$ cat config.mk
export PLATFORM = sky130hd
export DESIGN_NAME = mem_exception_unit
export DESIGN_NICKNAME = d
export VERILOG_FILES = /design/src/rtl/mem_exception_unit.sv
export SDC_FILE = /design/constraint.sdc
export NUM_CORES = 1
export LEC_CHECK = 0
export ABC_AREA = 1
export BUFFER_PORTS_ARGS = -buffer_cell sky130_fd_sc_hd__buf_4
export CAP_MARGIN = 10
export CELL_PAD_IN_SITES_DETAIL_PLACEMENT = 1
export CELL_PAD_IN_SITES_GLOBAL_PLACEMENT = 2
export CORE_ASPECT_RATIO = 0.8
export CORE_UTILIZATION = 25
export DETAILED_ROUTE_END_ITERATION = 10
export GPL_TIMING_DRIVEN = 0
export PLACE_DENSITY_LB_ADDON = 0.1
export SYNTH_ARGS = -nofsm -noshare
export SYNTH_HDL_FRONTEND = slang
export SYNTH_SLANG_ARGS = --single-unit
$ cat constraint.sdc
create_clock -name clk -period 5.5 [get_ports clk]
set_clock_uncertainty 0.1 [all_clocks]
set_input_delay 1.1 -clock clk [delete_from_list [all_inputs] [get_ports clk]]
set_output_delay 1.1 -clock clk [all_outputs]
set_load 0.02 [all_outputs]
$ cat src/rtl/mem_exception_unit.sv
// mem_exception_unit: MEM-stage exception register, interrupt qualification,
// priority select and commit/flush sequencing toward CP0.
module mem_exception_unit #(
    parameter logic [31:0] RESET_VEC_EXC = 32'hBFC0_0380
) (
    input  logic        clk,
    input  logic        rst,
    input  logic        stall_i,
    input  logic        ex_valid_i,
    input  logic [31:0] ex_pc_i,
    input  logic        ex_delayslot_i,
    input  logic [7:0]  ex_exc_i,
    input  logic [31:0] ex_daddr_i,
    input  logic [5:0]  ext_int_i,
    input  logic        timer_int_i,
    input  logic [31:0] status_i,
    input  logic [31:0] cause_i,
    input  logic [31:0] epc_i,
    output logic        mem_valid_o,
    output logic [31:0] mem_pc_o,
    output logic        cp0_en_o,
    output logic [31:0] except_type_o,
    output logic [31:0] current_inst_addr_o,
    output logic        is_in_delayslot_o,
    output logic [31:0] badvaddr_o,
    output logic        flush_o,
    output logic [31:0] new_pc_o,
    output logic [5:0]  ip_o
);
    localparam logic [31:0] EXC_TYPE_INT  = 32'h0000_0001;
    localparam logic [31:0] EXC_TYPE_ADEL = 32'h0000_0004;
    localparam logic [31:0] EXC_TYPE_ADES = 32'h0000_0005;
    localparam logic [31:0] EXC_TYPE_SYS  = 32'h0000_0008;
    localparam logic [31:0] EXC_TYPE_BP   = 32'h0000_0009;
    localparam logic [31:0] EXC_TYPE_RI   = 32'h0000_000a;
    localparam logic [31:0] EXC_TYPE_OV   = 32'h0000_000c;
    localparam logic [31:0] EXC_TYPE_ERET = 32'h0000_000e;

    typedef enum logic [1:0] {RUN, HOLD, DRAIN} state_t;

    state_t      state_q, state_d;
    logic        mem_valid_q, mem_valid_d, mem_ds_q, mem_ds_d;
    logic [31:0] mem_pc_q, mem_pc_d, mem_daddr_q, mem_daddr_d;
    logic [7:0]  mem_exc_q, mem_exc_d;
    logic [5:0]  sync1_q, sync1_d, sync2_q, sync2_d;
    logic [31:0] type_q, type_d, bad_q, bad_d;
    logic [5:0]  hw_ip;
    logic        int_req, commit;
    logic [31:0] det_type, det_bad, cur_type, cur_bad;
    logic        unused;

    assign unused = ^{cause_i[31:10], cause_i[7:0], status_i[31:16], status_i[7:2]};

    always_comb begin
        hw_ip    = {sync2_q[5] | timer_int_i, sync2_q[4:0]};
        int_req  = status_i[0] & ~status_i[1] & |({hw_ip, cause_i[9:8]} & status_i[15:8]);
        det_type = !mem_valid_q ? 32'd0 :
                   int_req      ? EXC_TYPE_INT  :
                   mem_exc_q[0] ? EXC_TYPE_ADEL :
                   mem_exc_q[1] ? EXC_TYPE_RI   :
                   mem_exc_q[2] ? EXC_TYPE_SYS  :
                   mem_exc_q[3] ? EXC_TYPE_BP   :
                   mem_exc_q[4] ? EXC_TYPE_OV   :
                   mem_exc_q[5] ? EXC_TYPE_ADEL :
                   mem_exc_q[6] ? EXC_TYPE_ADES :
                   mem_exc_q[7] ? EXC_TYPE_ERET : 32'd0;
        det_bad  = (!mem_valid_q | int_req) ? 32'd0 :
                   mem_exc_q[0]             ? mem_pc_q :
                   |mem_exc_q[4:1]          ? 32'd0 :
                   |mem_exc_q[6:5]          ? mem_daddr_q : 32'd0;
        // HOLD replays the latched decision so interrupt changes cannot alter it
        cur_type = state_q == HOLD ? type_q : state_q == DRAIN ? 32'd0 : det_type;
        cur_bad  = state_q == HOLD ? bad_q  : state_q == DRAIN ? 32'd0 : det_bad;
        commit   = state_q != DRAIN & |cur_type & ~stall_i;
        state_d  = state_q == DRAIN ? RUN : commit ? DRAIN : (|cur_type & stall_i) ? HOLD : state_q;
        type_d   = state_q == RUN ? det_type : type_q;
        bad_d    = state_q == RUN ? det_bad : bad_q;
        mem_valid_d = (commit | state_q == DRAIN) ? 1'b0 : stall_i ? mem_valid_q : ex_valid_i;
        mem_pc_d    = (commit | state_q == DRAIN) ? 32'd0 : stall_i ? mem_pc_q : ex_pc_i;
        mem_ds_d    = (commit | state_q == DRAIN) ? 1'b0 : stall_i ? mem_ds_q : ex_delayslot_i;
        mem_exc_d   = (commit | state_q == DRAIN) ? 8'd0 : stall_i ? mem_exc_q : ex_exc_i;
        mem_daddr_d = (commit | state_q == DRAIN) ? 32'd0 : stall_i ? mem_daddr_q : ex_daddr_i;
        sync1_d  = ext_int_i;
        sync2_d  = sync1_q;
    end

    always_ff @(posedge clk) begin
        if (rst) begin
            state_q     <= RUN;
            mem_valid_q <= 1'b0;
            mem_pc_q    <= '0;
            mem_ds_q    <= 1'b0;
            mem_exc_q   <= '0;
            mem_daddr_q <= '0;
            sync1_q     <= '0;
            sync2_q     <= '0;
            type_q      <= '0;
            bad_q       <= '0;
        end else begin
            state_q     <= state_d;
            mem_valid_q <= mem_valid_d;
            mem_pc_q    <= mem_pc_d;
            mem_ds_q    <= mem_ds_d;
            mem_exc_q   <= mem_exc_d;
            mem_daddr_q <= mem_daddr_d;
            sync1_q     <= sync1_d;
            sync2_q     <= sync2_d;
            type_q      <= type_d;
            bad_q       <= bad_d;
        end
    end

    // during DRAIN the redirect still follows the type that just committed
    assign new_pc_o            = ((state_q == DRAIN ? type_q : cur_type) == EXC_TYPE_ERET) ? epc_i : RESET_VEC_EXC;
    assign mem_valid_o         = mem_valid_q;
    assign mem_pc_o            = mem_pc_q;
    assign cp0_en_o            = commit;
    assign except_type_o       = cur_type;
    assign current_inst_addr_o = mem_pc_q;
    assign is_in_delayslot_o   = mem_ds_q;
    assign badvaddr_o          = cur_bad;
    assign flush_o             = commit | state_q == DRAIN;
    assign ip_o                = hw_ip;
endmodule

[Yosys cells after proc, flatten, opt, wreduce, memory -nomap -nowiden]
Index checks and enable logic that the tools add are counted.
Storage, ports and cells
  register bits: 152
  logic and storage cells: 58
  output and inout port bits: 170
  bits of input ports: 180
Cells by class
  reductions and logical operators: 10
  bitwise operators: 11
  mux-type cells: 22
  equality and inequality tests: 4
Operators with widths (count)
  $mux 32: 9
  $mux 4: 11
  $eq 32x4->1 const B: 1
  $reduce_or 32->1: 1
  $and 8x8->8: 1
  $reduce_or 8->1: 1
  $reduce_or 2->1: 3
  $and 1x1->1: 5
  $mux 2: 2
  $reduce_or 4->1: 1
  $or 1x1->1: 3
  $reduce_or 3->1: 1
  $eq 2x1->1 const B: 1
  $eq 2x2->1 const B: 1
  $logic_not 2->1: 1
  $ne 2x2->1 const B: 1
  $not 1->1: 2
  $reduce_bool 2->1: 1
  $logic_not 1->1: 1

[Logic depth before layout (Yosys ltp)]
  depth in word-level cells: 17
  gate-level depth with buffers: 15
  gate-level depth less buffers: 13

[Least setup slack after synthesis]
Ideal clock, no wire load.
  kind: input port to output port
  start point: in timer_int_i
  end point: out badvaddr_o[10]
  arrival time: 2.660 ns
  cell stages on the path: 7
  buffers on the path: 1
  slack: 1.640 ns
  required time: 4.300 ns
  cell sequence: or2_4 > nand2_2 > nand3_2 > a21oi_1 > buf_2 > nand2_1 > o21ai_0
On the way
  cells in the longest elaborated chain, start to end: 8
Ends and longest elaborated chain
  start, declared: RTL line 15  | input logic timer_int_i,
  $or 1x1->1: RTL line 55  | hw_ip = {sync2_q[5] | timer_int_i, sync2_q[4:0]};
  $and 8x8->8: RTL line 56  | int_req = status_i[0] & ~status_i[1] & |({hw_ip, cause_i[9:8]} & status_i[15:8]);
  $reduce_or 8->1: RTL line 56
  $and 1x1->1: RTL line 56
  $or 1x1->1: RTL line 67  | det_bad = (!mem_valid_q | int_req) ? 32'd0 :
  $mux 32: RTL line 67
  $mux 32 (2 in series): RTL line 73  | cur_bad = state_q == HOLD ? bad_q : state_q == DRAIN ? 32'd0 : det_bad;
  end, declared: RTL line 25  | output logic [31:0] badvaddr_o,
Every way passes these cells.

[Worst setup path in the final report]
  start point: in status_i[14]
  end point: out badvaddr_o[5]
On the way
  cells in the longest elaborated chain, start to end: 7
Ends and longest elaborated chain
  start, declared: RTL line 16  | input logic [31:0] status_i,
  $and 8x8->8: RTL line 56
  $reduce_or 8->1: RTL line 56
  $and 1x1->1: RTL line 56
  $or 1x1->1: RTL line 67
  $mux 32: RTL line 67
  $mux 32 (2 in series): RTL line 73
Every way passes these cells.

==> flow_summary.toml <==
[critical_path]
reg2reg_depth = 12
cpMostUsedCell = "nand2_1"
timing.rr.end = "current_inst_addr_o[8]$_SDFFE_PP0N_"
path_max_fanout = 10
startpoint_type = "input port"
critPathSlowestCell = "a21oi_1"
endpoint_kind = "output pin"
crit_end = "badvaddr_o[5]"
r2r_setup_slack_ps = 3040
required_ps = 4300
cp_slowest_stage_delay_ps = 710
r2r_start = "mem_exc_q[5]$_SDFFE_PP0N_"
worstPathCellList = "buf_4 -> nand2_1 -> nand2_1 -> nor2_1 -> nand3_2 -> a21oi_1 -> buf_2 -> nand2_1 -> o21ai_0 -> buf_4"
crit_start = "status_i[14]"
cp_data_arrival_time_ps = 3420
worstSetupPathType = "input port to output pin"

[layout]
nets = 1402
diodes = 0
syn_to_final_growth_pct = 47.80
final_core_util_pct = 37.95
drive_above_1_share_pct = 35.79

[timing]
post-route-min-period_ps = 4617
whs_ps = 304.2
finalWorstSetupSlack_ps = 883.1
tightest_slew_ps = 893.6
totalNegativeSetupSlack_ps = 0
rsz0062_at_grt = "no"
setup_viol = 0
finalCritPeriodShare_pct = 83.94
final_hold_viol_count = 0
maxSlewViolCount = 0
max_freq_mhz = 216.6
slew-limit-headroom_pct = 40.43

[synth]
synth_adder_area_share_pct = 0
ys.flop_type = "dfxtp_1"
synth_edf_count = 0
syn_inst = 908
yosysWarnings = 0
yosys_register_bits = 124
synth_xor_area_share_pct = 0
yosysTopAreaCellShare_pct = 37.81
yosys.area_share.simple_pct = 25.61
yosysTopAreaCell = "dfxtp_1"
yosysSeqAreaShare_pct = 37.81
synth_common_cells = "nand2_1, o21ai_0, dfxtp_1"
synth.distinct_cells = 26
yosysMostFrequentCell = "nand2_1"
synth_top_family_by_area = "simple AND/OR/NAND/NOR gates"
synthTopCellsByArea = "dfxtp_1, o21ai_0, nand2_1"
avgSynthCellArea_um2 = 7.230
async_reset_ff_share_pct = 0
synth_compound_area_share_pct = 17.02
syn_area_um2 = 6565
muxShareOfSynthArea_pct = 0.3049

[global_route]
antenna_found_initial = 0
grt_pass1_wl_um = 36620
grt_pass1_vias = 6489
grt.total_usage_pct = 17.91
grt-ovfl-total = 0
grt_max_degree = 17

[floorplanning]
num_rows = 52
fp.dieH_um = 146.9
io_pins = 350
die_x_um = 183.2
dieArea_um2 = 26920
initial_core_util_pct = 25.68
coreArea_um2 = 25570

[drt]
vias = 6603
drt-vias-per-instance = 4.163
antenna_left = 0
drt_iter0_drc = 227
wl_um = 24090
detail_route.first_pass.iterations = 4
wire_per_inst_um = 15.19
drc = 0

[run_status]
run_status = "finished clean"

[clock_tree]
cts-resized-gates = 0
numCtsBuffers = 17
postCtsHoldBufs = 0
clk_pin_slew_ps = 70
cts_setup_buffers = 0
clockBufferDepth = 2
clock_latency_ps = 420
tritoncts = "built"
clockRootBuffer = "clkbuf_16"
numClockSinks = 124
h-tree-depth = 4

[worst_hold_path]
hp-class = "register to register"
hp-start = "sync1_q[2]$_SDFF_PP0_"

[power]
finalPower_mw = 3.673
vdd_ir_drop_max_mv = 0.2193
power_density_nw_per_um2 = 378.5
static-leakage-power_nw = 4.550

[placement]
dp_slack_ps = 775.0
dp_hpwl_um = 18820
routabilityCongestion = 0.7566
portBuffers = 268

[flow_run]
max-cap-violations = 0
[worst max-delay path: cells and delay by family]
kind | cells | cell delay (ps)
AO/OA/AOI/OAI | 2 | 1030
buffers and inverters | 3 | 710
AND/OR/NAND/NOR | 5 | 580
[logic make-up after synthesis]
group | Yosys count
AO/OA/AOI/OAI | 214
multiplexers | 2
buffers and inverters | 245
other | 1
flip-flops | 124
AND/OR/NAND/NOR | 322
[area by class of cell]
cell class	instances	area, um^2
buffer	120	790.8
clock buffer	20	446.7
clock inverter	12	138.9
fill	3210	15870
inverter	125	469.2
multi-input combinational	566	2924
sequential	124	2482
tap	351	439.2
timing repair buffer	268	2012
[worst min-delay path by stage]
stage / slack, ps / cells after the start / to
after floorplan: 290 / 2 / sync2_q[0]$_SDFF_PP0_
after CTS: 310 / 2 / sync2_q[2]$_SDFF_PP0_
after detailed placement: 300 / 2 / sync2_q[2]$_SDFF_PP0_
after global placement: 290 / 2 / sync2_q[4]$_SDFF_PP0_
after global routing: 320 / 2 / sync2_q[5]$_SDFF_PP0_
final: 300 / 2 / sync2_q[2]$_SDFF_PP0_
[cells in the final DEF, fill, tap and decap left out, drive strengths merged]
cell	Yosys	routed
a21boi	1	1
a21oi	40	40
a22o	1	1
buf	81	349
bufinv	0	2
clkbuf	39	59
clkinv	0	4
clkinvlp	0	4
conb	1	28
dfxtp	124	124
inv	125	127
mux2i	2	2
nand2	188	188
nand3	8	8
nand4	4	4
nor2	101	101
nor3	20	20
o21ai	140	140
o22ai	32	32
or2	1	1
[layer usage]
metal / part of all wire (%) / global-route usage, %
met5: 0 / 0
met4: 0.62 / 4.000
met3: 5.4 / 4.338
met2: 45 / 28.37
met1: 49 / 24.52
[sequential cells by signal, summed over array words and instances, names as in the netlist]
signal,cells
is_in_delayslot_o,1
mem_valid_o,1
bad_q,32
mem_daddr_q,32
current_inst_addr_o,32
type_q,4
mem_exc_q,8
sync2_q,6
state_q,2
sync1_q,6
[per-stage QoR]
stage / instances / cell area (um^2)
floorplan: 935 / 6666
global placement: 1554 / 9117
detailed placement: 1554 / 9117
CTS: 1586 / 9703
global route: 1586 / 9703
finish: 1586 / 9703
[report_power, final]
group	leakage (nW)	total, mW	internal [mW]	switching, mW
clock	0.273	1.14	0.683	0.454
combinational	3.26	1.36	0.512	0.847
sequential	1.02	1.18	1.08	0.0990
total	4.55	3.67	2.27	1.40
Note: power is estimated with default switching activity, not from simulation.
